### config.mk
export PLATFORM = sky130hd
export DESIGN_NAME = jtframe_rom_arb
export DESIGN_NICKNAME = d
export VERILOG_FILES = /design/src/rtl/jtframe_rom_arb.sv
export SDC_FILE = /design/constraint.sdc
export NUM_CORES = 1
export LEC_CHECK = 0
export BUFFER_PORTS_ARGS = -buffer_cell sky130_fd_sc_hd__buf_2
export CORE_MARGIN = 3
export CORE_UTILIZATION = 45
export DETAILED_ROUTE_END_ITERATION = 12
export GPL_ROUTABILITY_DRIVEN = 0
export PLACE_DENSITY = 0.74
export RECOVER_POWER = 100
export SYNTH_ARGS = -nofsm -noshare
export SYNTH_HDL_FRONTEND = slang
export SYNTH_SLANG_ARGS = --single-unit
### constraint.sdc
create_clock -name clk -period 13.7 [get_ports clk]
set_input_delay 0.685 -clock clk [delete_from_list [all_inputs] [get_ports clk]]
set_output_delay 0.685 -clock clk [all_outputs]
set_load 0.05 [all_outputs]
### src/rtl/jtframe_rom_arb.sv
// Round-robin arbiter sharing one SDRAM read port among SLOTS ROM requesters.
// Each slot keeps a one-word cache (tag + data); hits answer combinationally, misses queue for the SDRAM.
module jtframe_rom_arb #(
  parameter int SLOTS = 4,
  parameter int AW    = 22
) (
  input  logic                clk,
  input  logic                rst,
  input  logic                downloading,
  input  logic                loop_rst,
  input  logic [SLOTS-1:0]    slot_cs,
  input  logic [SLOTS*AW-1:0] slot_addr,
  output logic [SLOTS*32-1:0] slot_dout,
  output logic [SLOTS-1:0]    slot_ok,
  output logic                sdram_req,
  output logic [AW-1:0]       sdram_addr,
  input  logic                sdram_ack,
  input  logic [31:0]         data_read,
  input  logic                data_rdy
);

  localparam int IW = (SLOTS > 1) ? $clog2(SLOTS) : 1;

  typedef enum logic [1:0] {IDLE, WAIT_ACK, WAIT_RDY} state_t;

  state_t            state_q;
  logic [IW-1:0]     gnt_q;
  logic [IW-1:0]     rr_q;
  logic              req_q;
  logic [AW-1:0]     addr_q;
  logic [SLOTS-1:0]  valid_q;
  logic [AW-1:0]     tag_q  [SLOTS];
  logic [31:0]       data_q [SLOTS];

  logic [AW-1:0]     addr_arr [SLOTS];
  logic [SLOTS-1:0]  busy;
  logic [SLOTS-1:0]  pending;
  logic [IW-1:0]     sel_d;
  logic              found_d;
  logic              fill;

  genvar gi;
  generate
    for (gi = 0; gi < SLOTS; gi++) begin : g_slot
      assign addr_arr[gi]             = slot_addr[gi*AW +: AW];
      assign slot_ok[gi]              = slot_cs[gi] & valid_q[gi] &
                                        (addr_arr[gi] == tag_q[gi]) & ~downloading;
      assign slot_dout[gi*32 +: 32]   = data_q[gi];
      // The slot in flight must not be granted again until its fill lands
      assign busy[gi]                 = (state_q != IDLE) && (gnt_q == IW'(gi));
      assign pending[gi]              = slot_cs[gi] & ~slot_ok[gi] & ~busy[gi];
    end
  endgenerate

  // First pending slot after the last one served, wrapping modulo SLOTS
  always_comb begin
    logic [IW:0] idx;
    found_d = 1'b0;
    sel_d   = '0;
    idx     = '0;
    for (int k = 1; k <= SLOTS; k++) begin
      idx = {1'b0, rr_q} + (IW+1)'(k);
      if (idx >= (IW+1)'(SLOTS)) idx = idx - (IW+1)'(SLOTS);
      if (!found_d && pending[idx[IW-1:0]]) begin
        found_d = 1'b1;
        sel_d   = idx[IW-1:0];
      end
    end
  end

  // An ack coinciding with data_rdy is taken as ack followed by rdy
  assign fill = ((state_q == WAIT_ACK) && sdram_ack && data_rdy) ||
                ((state_q == WAIT_RDY) && data_rdy);

  always_ff @(posedge clk or posedge rst) begin
    if (rst) begin
      state_q <= IDLE;
      gnt_q   <= '0;
      rr_q    <= IW'(SLOTS-1);
      req_q   <= 1'b0;
      addr_q  <= '0;
      valid_q <= '0;
      for (int i = 0; i < SLOTS; i++) begin
        tag_q[i]  <= '0;
        data_q[i] <= '0;
      end
    end else begin
      case (state_q)
        IDLE: begin
          if (found_d && !downloading && !loop_rst) begin
            gnt_q   <= sel_d;
            addr_q  <= addr_arr[sel_d];
            req_q   <= 1'b1;
            state_q <= WAIT_ACK;
          end
        end
        WAIT_ACK: begin
          if (sdram_ack) begin
            req_q   <= 1'b0;
            state_q <= data_rdy ? IDLE : WAIT_RDY;
          end
        end
        WAIT_RDY: begin
          if (data_rdy) state_q <= IDLE;
        end
        default: state_q <= IDLE;
      endcase

      if (fill) rr_q <= gnt_q;

      // A download overwrites ROM contents, so any fill landing during it is stale
      if (downloading) begin
        valid_q <= '0;
      end else if (fill) begin
        valid_q[gnt_q] <= 1'b1;
        tag_q[gnt_q]   <= addr_q;
        data_q[gnt_q]  <= data_read;
      end
    end
  end

  assign sdram_req  = req_q;
  assign sdram_addr = addr_q;

endmodule
==> out/metrics.csv, run 1 <==
stage,metric,value,unit
floorplan,Die Ht,162,um
synth,sequential share of the synthesized area,0.568,
clock_tree,post_cts resized,0,
setup_path,Worst Setup End Kind,async pin,
timing,Final min period,6750,ps
timing,worst-case clock skew,9.89,ps
global_routing,number of global-route vias before repair,7760,
synth,"FF+latch count, synth",249,
setup_path,worst-path cell chain,buf_2 -> clkinvlp_2 -> clkbuf_1,
run_status,failing checks,"capacitance limit, slew limit",
floorplan,Starting Density,0.463,
timing,endpoints failing hold,0,
clock_tree,clock buffer depth,3,
drt,vias,7330,
drt,Detailed Routing Iterations Pass 1,5,
final_layout,fin util,0.564,
flow_run,Max-Cap Viols,9,
final_layout,Final Net Count,1145,
floorplan,Die X,162,um
clock_tree,TritonCTS clock tree,done,
clock_tree,CTS H-tree depth,1,
setup_path,kind of critical path,primary input to async pin,
floorplan,die footprint,26300,um2
floorplan,Placement Rows,56,
synth,Mapped Cells,725,
placement,number of port buffers,284,
global_routing,Total GRT Usage,0.220,
power,power per cell area,267,nW/um2
synth,ys async rst share,1.00,
global_routing,first-pass GRT wire length,44800,um
setup_path,CP Buf/Inv Count,3,
clock_tree,hold_buf cts,0,
placement,Final HPWL DP,20700,um
setup_path,worst path required time,13300,ps
synth,"Top FF cell, synth",dfrtp_1,
clock_tree,clock latency on the worst-skew pair,530,ps
synth,Mapped Area,11000,um2
timing,Final Slew Violations,482,
timing,Slew headroom,-1.93,
drt,vias per cell,5.42,
run_status,status,"complete, but fails checks",
synth,Mapped Nets,855,
setup_path,Worst EP arrival,6350,ps
setup_path,CP top delay family,buffers and inverters,
floorplan,Placeable Area,23700,um2
timing,final worst-path cycle share,0.493,
floorplan,Top Ports,285,
power,Worst VDD drop,199,uV
clock_tree,CTS root buffer,clkbuf_16,
synth,"EDFF count, synth",0,
setup_path,crit start category,primary input,
setup_path,CP max-delay cell,clkbuf_1,
drt,routed wire length per instance,21.5,um
timing,Worst Tran Pin Value,4390,ps
setup_path,largest fanout on the critical path,93,
global_routing,largest net degree at the start of global routing,94,
global_routing,grt total ovfl,0,
synth,number of synthesis warnings,0,
final_layout,Layout Area Growth over Synthesis,21.8,%
drt,WL final,29100,um
clock_tree,CTS buffer count,27,
clock_tree,Post CTS Setup Buffer Count,0,
timing,RSZ-0062 raised after global routing,false,
timing,total negative slack,0,ps
global_routing,initial antenna violation count,9,
setup_path,"Largest stage delay, worst path",3240,ps
drt,# DRC,0,
synth,Yosys cell types,45,
timing,Final setup viols,0,
timing,fmax,0.148,GHz
drt,Final ANT Viol Nets,0,
clock_tree,CTS Sinks,249,
synth,syn avg cell area,15.1,um2
drt,Iter 0 DRT Violations,331,
final_layout,share of cells above drive strength 1,0.424,
final_layout,Fillers,2083,
power,leakage power,6.22,nW
clock_tree,Worst-path clk slew,60,ps
hold_path,Hold WC Path Type,primary input to register,
-- cells in the final DEF (no fill, tap or decap), types with 2 or more instances in the layout --
cell type    n
clkinv_2     6
bufinv_16    4
o21a_1       4
nor2b_1      2
dfrtp_1    247
a21oi_1      2
mux4_2      21
nor3_1       4
or2_2        2
mux2_2     236
o221ai_1     2
nor2_1      11
nor4_1      13
dfstp_2      2
nand2_1      7
inv_1        3
o21ai_0      3
diode_2      2
mux2i_1      2
nand3_1      3
clkbuf_8     6
xnor2_1     35
clkbuf_16   27
clkbuf_1   165
buf_2      129
a21o_1       2
xor2_1      53
nand4_1     18
mux2_1       3
-- synthesized netlist by cell type (2+ instances only) --
library cell | instances | area share
dfrtp_1 | 247 | 0.56
mux2_2 | 239 | 0.25
xor2_1 | 53 | 0.042
xnor2_1 | 35 | 0.028
clkbuf_1 | 22 | 0.0075
mux4_2 | 21 | 0.043
nand4_1 | 18 | 0.010
nor2_1 | 11 | 0.0038
nor4_1 | 11 | 0.0063
nand2_1 | 7 | 0.0024
buf_2 | 4 | 0.0018
inv_1 | 4 | 0.0014
nor3_1 | 4 | 0.0018
o21a_1 | 4 | 0.0027
nand3_1 | 3 | 0.0014
o21ai_0 | 3 | 0.0014
a21o_1 | 2 | 0.0014
a21oi_1 | 2 | 0.00091
buf_12 | 2 | 0.0036
buf_6 | 2 | 0.0021
dfstp_2 | 2 | 0.0048
mux2i_1 | 2 | 0.0018
nor2b_1 | 2 | 0.0011
nor4_2 | 2 | 0.0023
o311a_1 | 2 | 0.0018
or2_2 | 2 | 0.0011
-- layout make-up --
class                      instances  area [um2]  area share
timing repair buffer             292        1260      0.0944
clock buffer                      36         769      0.0576
sequential                       249        6230       0.467
clock inverter                    10         153      0.0114
tap                              319         399      0.0299
antenna                            2        5.00    0.000375
multi-input combinational        440        4520       0.338
inverter                           5        21.3     0.00159
-- power by group --
group	internal (mW)	switching [mW]
Clock	0.466	0.291
Combinational	0.460	1.09
Sequential	1.05	0.217
Total	1.97	1.60
-- per-layer routing --
| metal | up-vias | global-route usage | wire, um |
|---|---|---|---|
| li1 | 3213 | - | - |
| met4 | 14 | 0.0686 | 910 |
| met5 | - | 0 | 90 |
| met2 | 272 | 0.367 | 14100 |
| met3 | 74 | 0.0635 | 2250 |
| met1 | 3757 | 0.280 | 11800 |
-- worst paths after layout --
check                                 from  slack [ps]              to  cells past startpoint
worst min register to register  valid_q[1]         480      valid_q[1]                      1
worst max-delay path                   rst        6950  sdram_addr[13]                      3
worst min-delay path              data_rdy         340      state_q[1]                      2
worst max register to register  state_q[1]        8070   slot_dout[65]                      6
max in group clk                state_q[1]        8070   slot_dout[65]                      6
min in group asynchronous              rst        1370   slot_dout[60]                      2
-- stage by stage --
stage                     hold WS, ps  setup slack [ps]  cells  area [um2]  power [mW]
after global placement            452              9760   1305       12700        2.85
after global routing              338              5690   1353       13400        3.73
final                             343              6950   1353       13400        3.57
after CTS                         275             10040   1351       13700        3.66
after detailed placement          462              9670   1305       12700        2.89
after floorplan                   442              6180    725       11000        2.47
-- sequential cells by signal, summed over array words and instances, names as in the netlist --
signal / flops
slot_dout: 128
tag_q: 88
sdram_addr: 22
valid_q: 4
gnt_q: 2
rr_q: 2
state_q: 2
sdram_req: 1
-- worst reg2reg max path, delay by kind of cell, from the launching register on --
| kind | cells | cell delay, ps |
|---|---|---|
| buf+inv | 1 | 2460 |
| flops | 1 | 410 |
| mux | 2 | 690 |
| simple gates | 3 | 1950 |
-- kinds of logic (layout without fill, tap and decap cells) --
| family | Yosys count | in the layout | synth area share |
|---|---|---|---|
| buffers and inverters | 36 | 343 | 0.0176 |
| AND/OR/NAND/NOR | 68 | 68 | 0.0362 |
| multiplexers | 263 | 263 | 0.293 |
| AO/OA/AOI/OAI | 21 | 21 | 0.0152 |
| other | 0 | 2 | 0 |
| XOR/XNOR | 88 | 88 | 0.0703 |
| flip-flops | 249 | 249 | 0.568 |
No activity file was read; power rests on OpenSTA's default activity.
==> run 2: changes to the inputs <==
- clock period: 13.7 -> 6.8 ns (I/O delays scaled with it)
==> run 2 against run 1 <==
Effect of this change:
- the flow still finishes with violations (capacitance limit, slew limit)
- clock skew grew 1.9 ps
- die area unchanged
- total power is 100% higher
- flip-flop and latch count is the same
- routed wire length up 0.84%
- critical path type is now register to register
==> out/metrics.csv, run 2 (synthesized netlist as in run 1, its figures left out) <==
stage,metric,value,unit
timing,Final min period,4550,ps
timing,fmax,0.220,GHz
timing,endpoints failing hold,0,
power,Worst VDD drop,368,uV
drt,# DRC,0,
global_routing,grt total ovfl,0,
drt,vias,7253,
setup_path,crit start category,register,
floorplan,die footprint,26300,um2
timing,Worst Tran Pin Value,4230,ps
floorplan,Die Ht,162,um
clock_tree,clock buffer depth,3,
setup_path,kind of critical path,register to register,
timing,Final setup viols,0,
power,power per cell area,536,nW/um2
setup_path,CP Buf/Inv Count,1,
power,Pint,3.97,mW
final_layout,Layout Area Growth over Synthesis,22.1,%
power,Combinational Power Share,0.435,
power,share of power burned in registers,0.355,
clock_tree,CTS root buffer,clkbuf_16,
global_routing,largest net degree at the start of global routing,173,
timing,Final Slew Violations,337,
final_layout,most frequent cells in the layout,"247 x dfrtp_1, 237 x mux2_2, 166 x clkbuf_1",
clock_tree,Worst-path clk slew,60,ps
timing,Slew headroom,-1.82,
setup_path,"Largest stage delay, worst path",1680,ps
setup_path,r2r startpoint,state_q[1],
setup_path,Worst EP arrival,4940,ps
setup_path,worst-path cell chain,nor2b_1 -> mux2i_1 -> nand2b_1 -> nor2_1 -> and3_1 -> clkbuf_1 -> mux2_2,
run_status,status,"complete, but fails checks",
timing,RSZ-0062 raised after global routing,false,
global_routing,initial antenna violation count,7,
final_layout,"most common cell after layout, fill and taps aside",dfrtp_1,
drt,routed wire length per instance,21.7,um
run_status,failing checks,"capacitance limit, slew limit",
floorplan,Placeable Area,23700,um2
setup_path,R2R depth,7,
floorplan,Top Ports,285,
drt,Iter 0 DRT Violations,485,
power,Sw Share,0.447,
setup_path,largest fanout on the critical path,32,
final_layout,Final Net Count,1146,
drt,Final ANT Viol Nets,0,
global_routing,first-pass GRT wire length,43800,um
placement,Placed Instances,1305,
final_layout,share of cells above drive strength 1,0.425,
floorplan,Placement Rows,56,
power,Net Switching,3.21,mW
global_routing,number of global-route vias before repair,7666,
timing,worst-case clock skew,11.8,ps
final_layout,number of flip-flops under the largest register name,128,
timing,final worst-path cycle share,0.669,
power,clock share of power,0.210,
clock_tree,Post CTS Setup Buffer Count,0,
hold_path,Hold WC Path Type,primary input to register,
drt,vias per cell,5.35,
clock_tree,clock latency on the worst-skew pair,530,ps
flow_run,Max-Cap Viols,6,
hold_path,Worst Hold Path EP,slot_dout[124],
setup_path,Worst Setup End Kind,register,
setup_path,R2R Path End,slot_dout[36],
placement,Final HPWL DP,20800,um
drt,Detailed Routing Iterations Pass 1,5,
setup_path,worst path required time,7190,ps
hold_path,hold path startpoint,data_read[28],
global_routing,Total GRT Usage,0.216,
floorplan,Die X,162,um
clock_tree,CTS H-tree depth,1,
setup_path,FF-to-FF setup slack,2250,ps
setup_path,CP top delay family,simple AND/OR/NAND/NOR gates,
clock_tree,CTS Sinks,249,
timing,total negative slack,0,ps
drt,WL final,29400,um
placement,number of port buffers,284,
power,leakage power,6.23,nW
hold_path,hold path depth,2,
clock_tree,TritonCTS clock tree,done,
clock_tree,CTS buffer count,27,
final_layout,Final Non-Filler Cells,1356,
setup_path,CP max-delay cell,clkbuf_1,
floorplan,Starting Density,0.463,
==> run 2: cell types whose count changed in the layout (fill, tap and decap cells not counted), sizes merged <==
cell         previous run  this run
clkinv                  6         4
bufinv                  4         3
buf                   130       131
dlygate4sd3             0         1
clkbuf                198       202
==> run 2: final cells by class <==
| cell class | count | area (um2) |
|---|---|---|
| diodes | 2 | 5.00 |
| flip-flops and latches | 249 | 6230 |
| well taps | 319 | 399 |
| inverters | 5 | 23.8 |
| clock inverters | 7 | 116 |
| fillers | 2071 | 10300 |
| clock buffers | 41 | 808 |
| multi-input cells | 440 | 4540 |
| repair buffers | 293 | 1280 |
==> run 2: worst max-delay path by stage <==
stage	from	end	slack, ps	cells after the start
floorplan	rst	gnt_q[0]	3190	1
global placement	slot_addr[17]	sdram_addr[11]	3180	9
detailed placement	slot_addr[1]	sdram_addr[11]	3170	9
CTS	tag_q[67]	sdram_addr[11]	3160	8
global route	state_q[1]	slot_dout[112]	1830	6
finish	state_q[1]	slot_dout[36]	2250	7
==> run 2: timing repair <==
item | 4_1_cts | 5_1_grt
hold buffers | 1 | 0
hold endpoints to repair | 1 | 0
gates resized for setup | 0 | 0
==> run 2: metal layers <==
layer  GRT usage  vias up  share of wire
met5           0        -         0.0023
met3      0.0594       62          0.074
met1       0.276     3703           0.41
met4      0.0675       10          0.028
li1            -     3208              -
met2       0.359      270           0.49
==> run 2: power by group through the flow <==
stage	clock network, mW	logic (mW)	registers, mW
5_1_grt	1.59	3.27	2.63
3_3_place_gp	0	3.22	2.53
3_5_place_dp	0	3.26	2.56
6_report	1.51	3.12	2.55
4_1_cts	1.54	3.27	2.54
2_1_floorplan	0	1.07	3.91
==> run 2: per-stage QoR <==
| step | power, mW | area [um2] | setup slack [ps] | hold slack [ps] | util |
|---|---|---|---|---|---|
| finish | 7.18 | 13400 | 2250 | 83.2 | 0.566 |
| detailed placement | 5.81 | 12700 | 3170 | 463 | 0.538 |
| global route | 7.49 | 13400 | 1830 | 79.7 | 0.566 |
| CTS | 7.34 | 13700 | 3160 | 73.0 | 0.577 |
| global placement | 5.75 | 12700 | 3180 | 452 | 0.538 |
| floorplan | 4.97 | 11000 | 3190 | 406 | - |
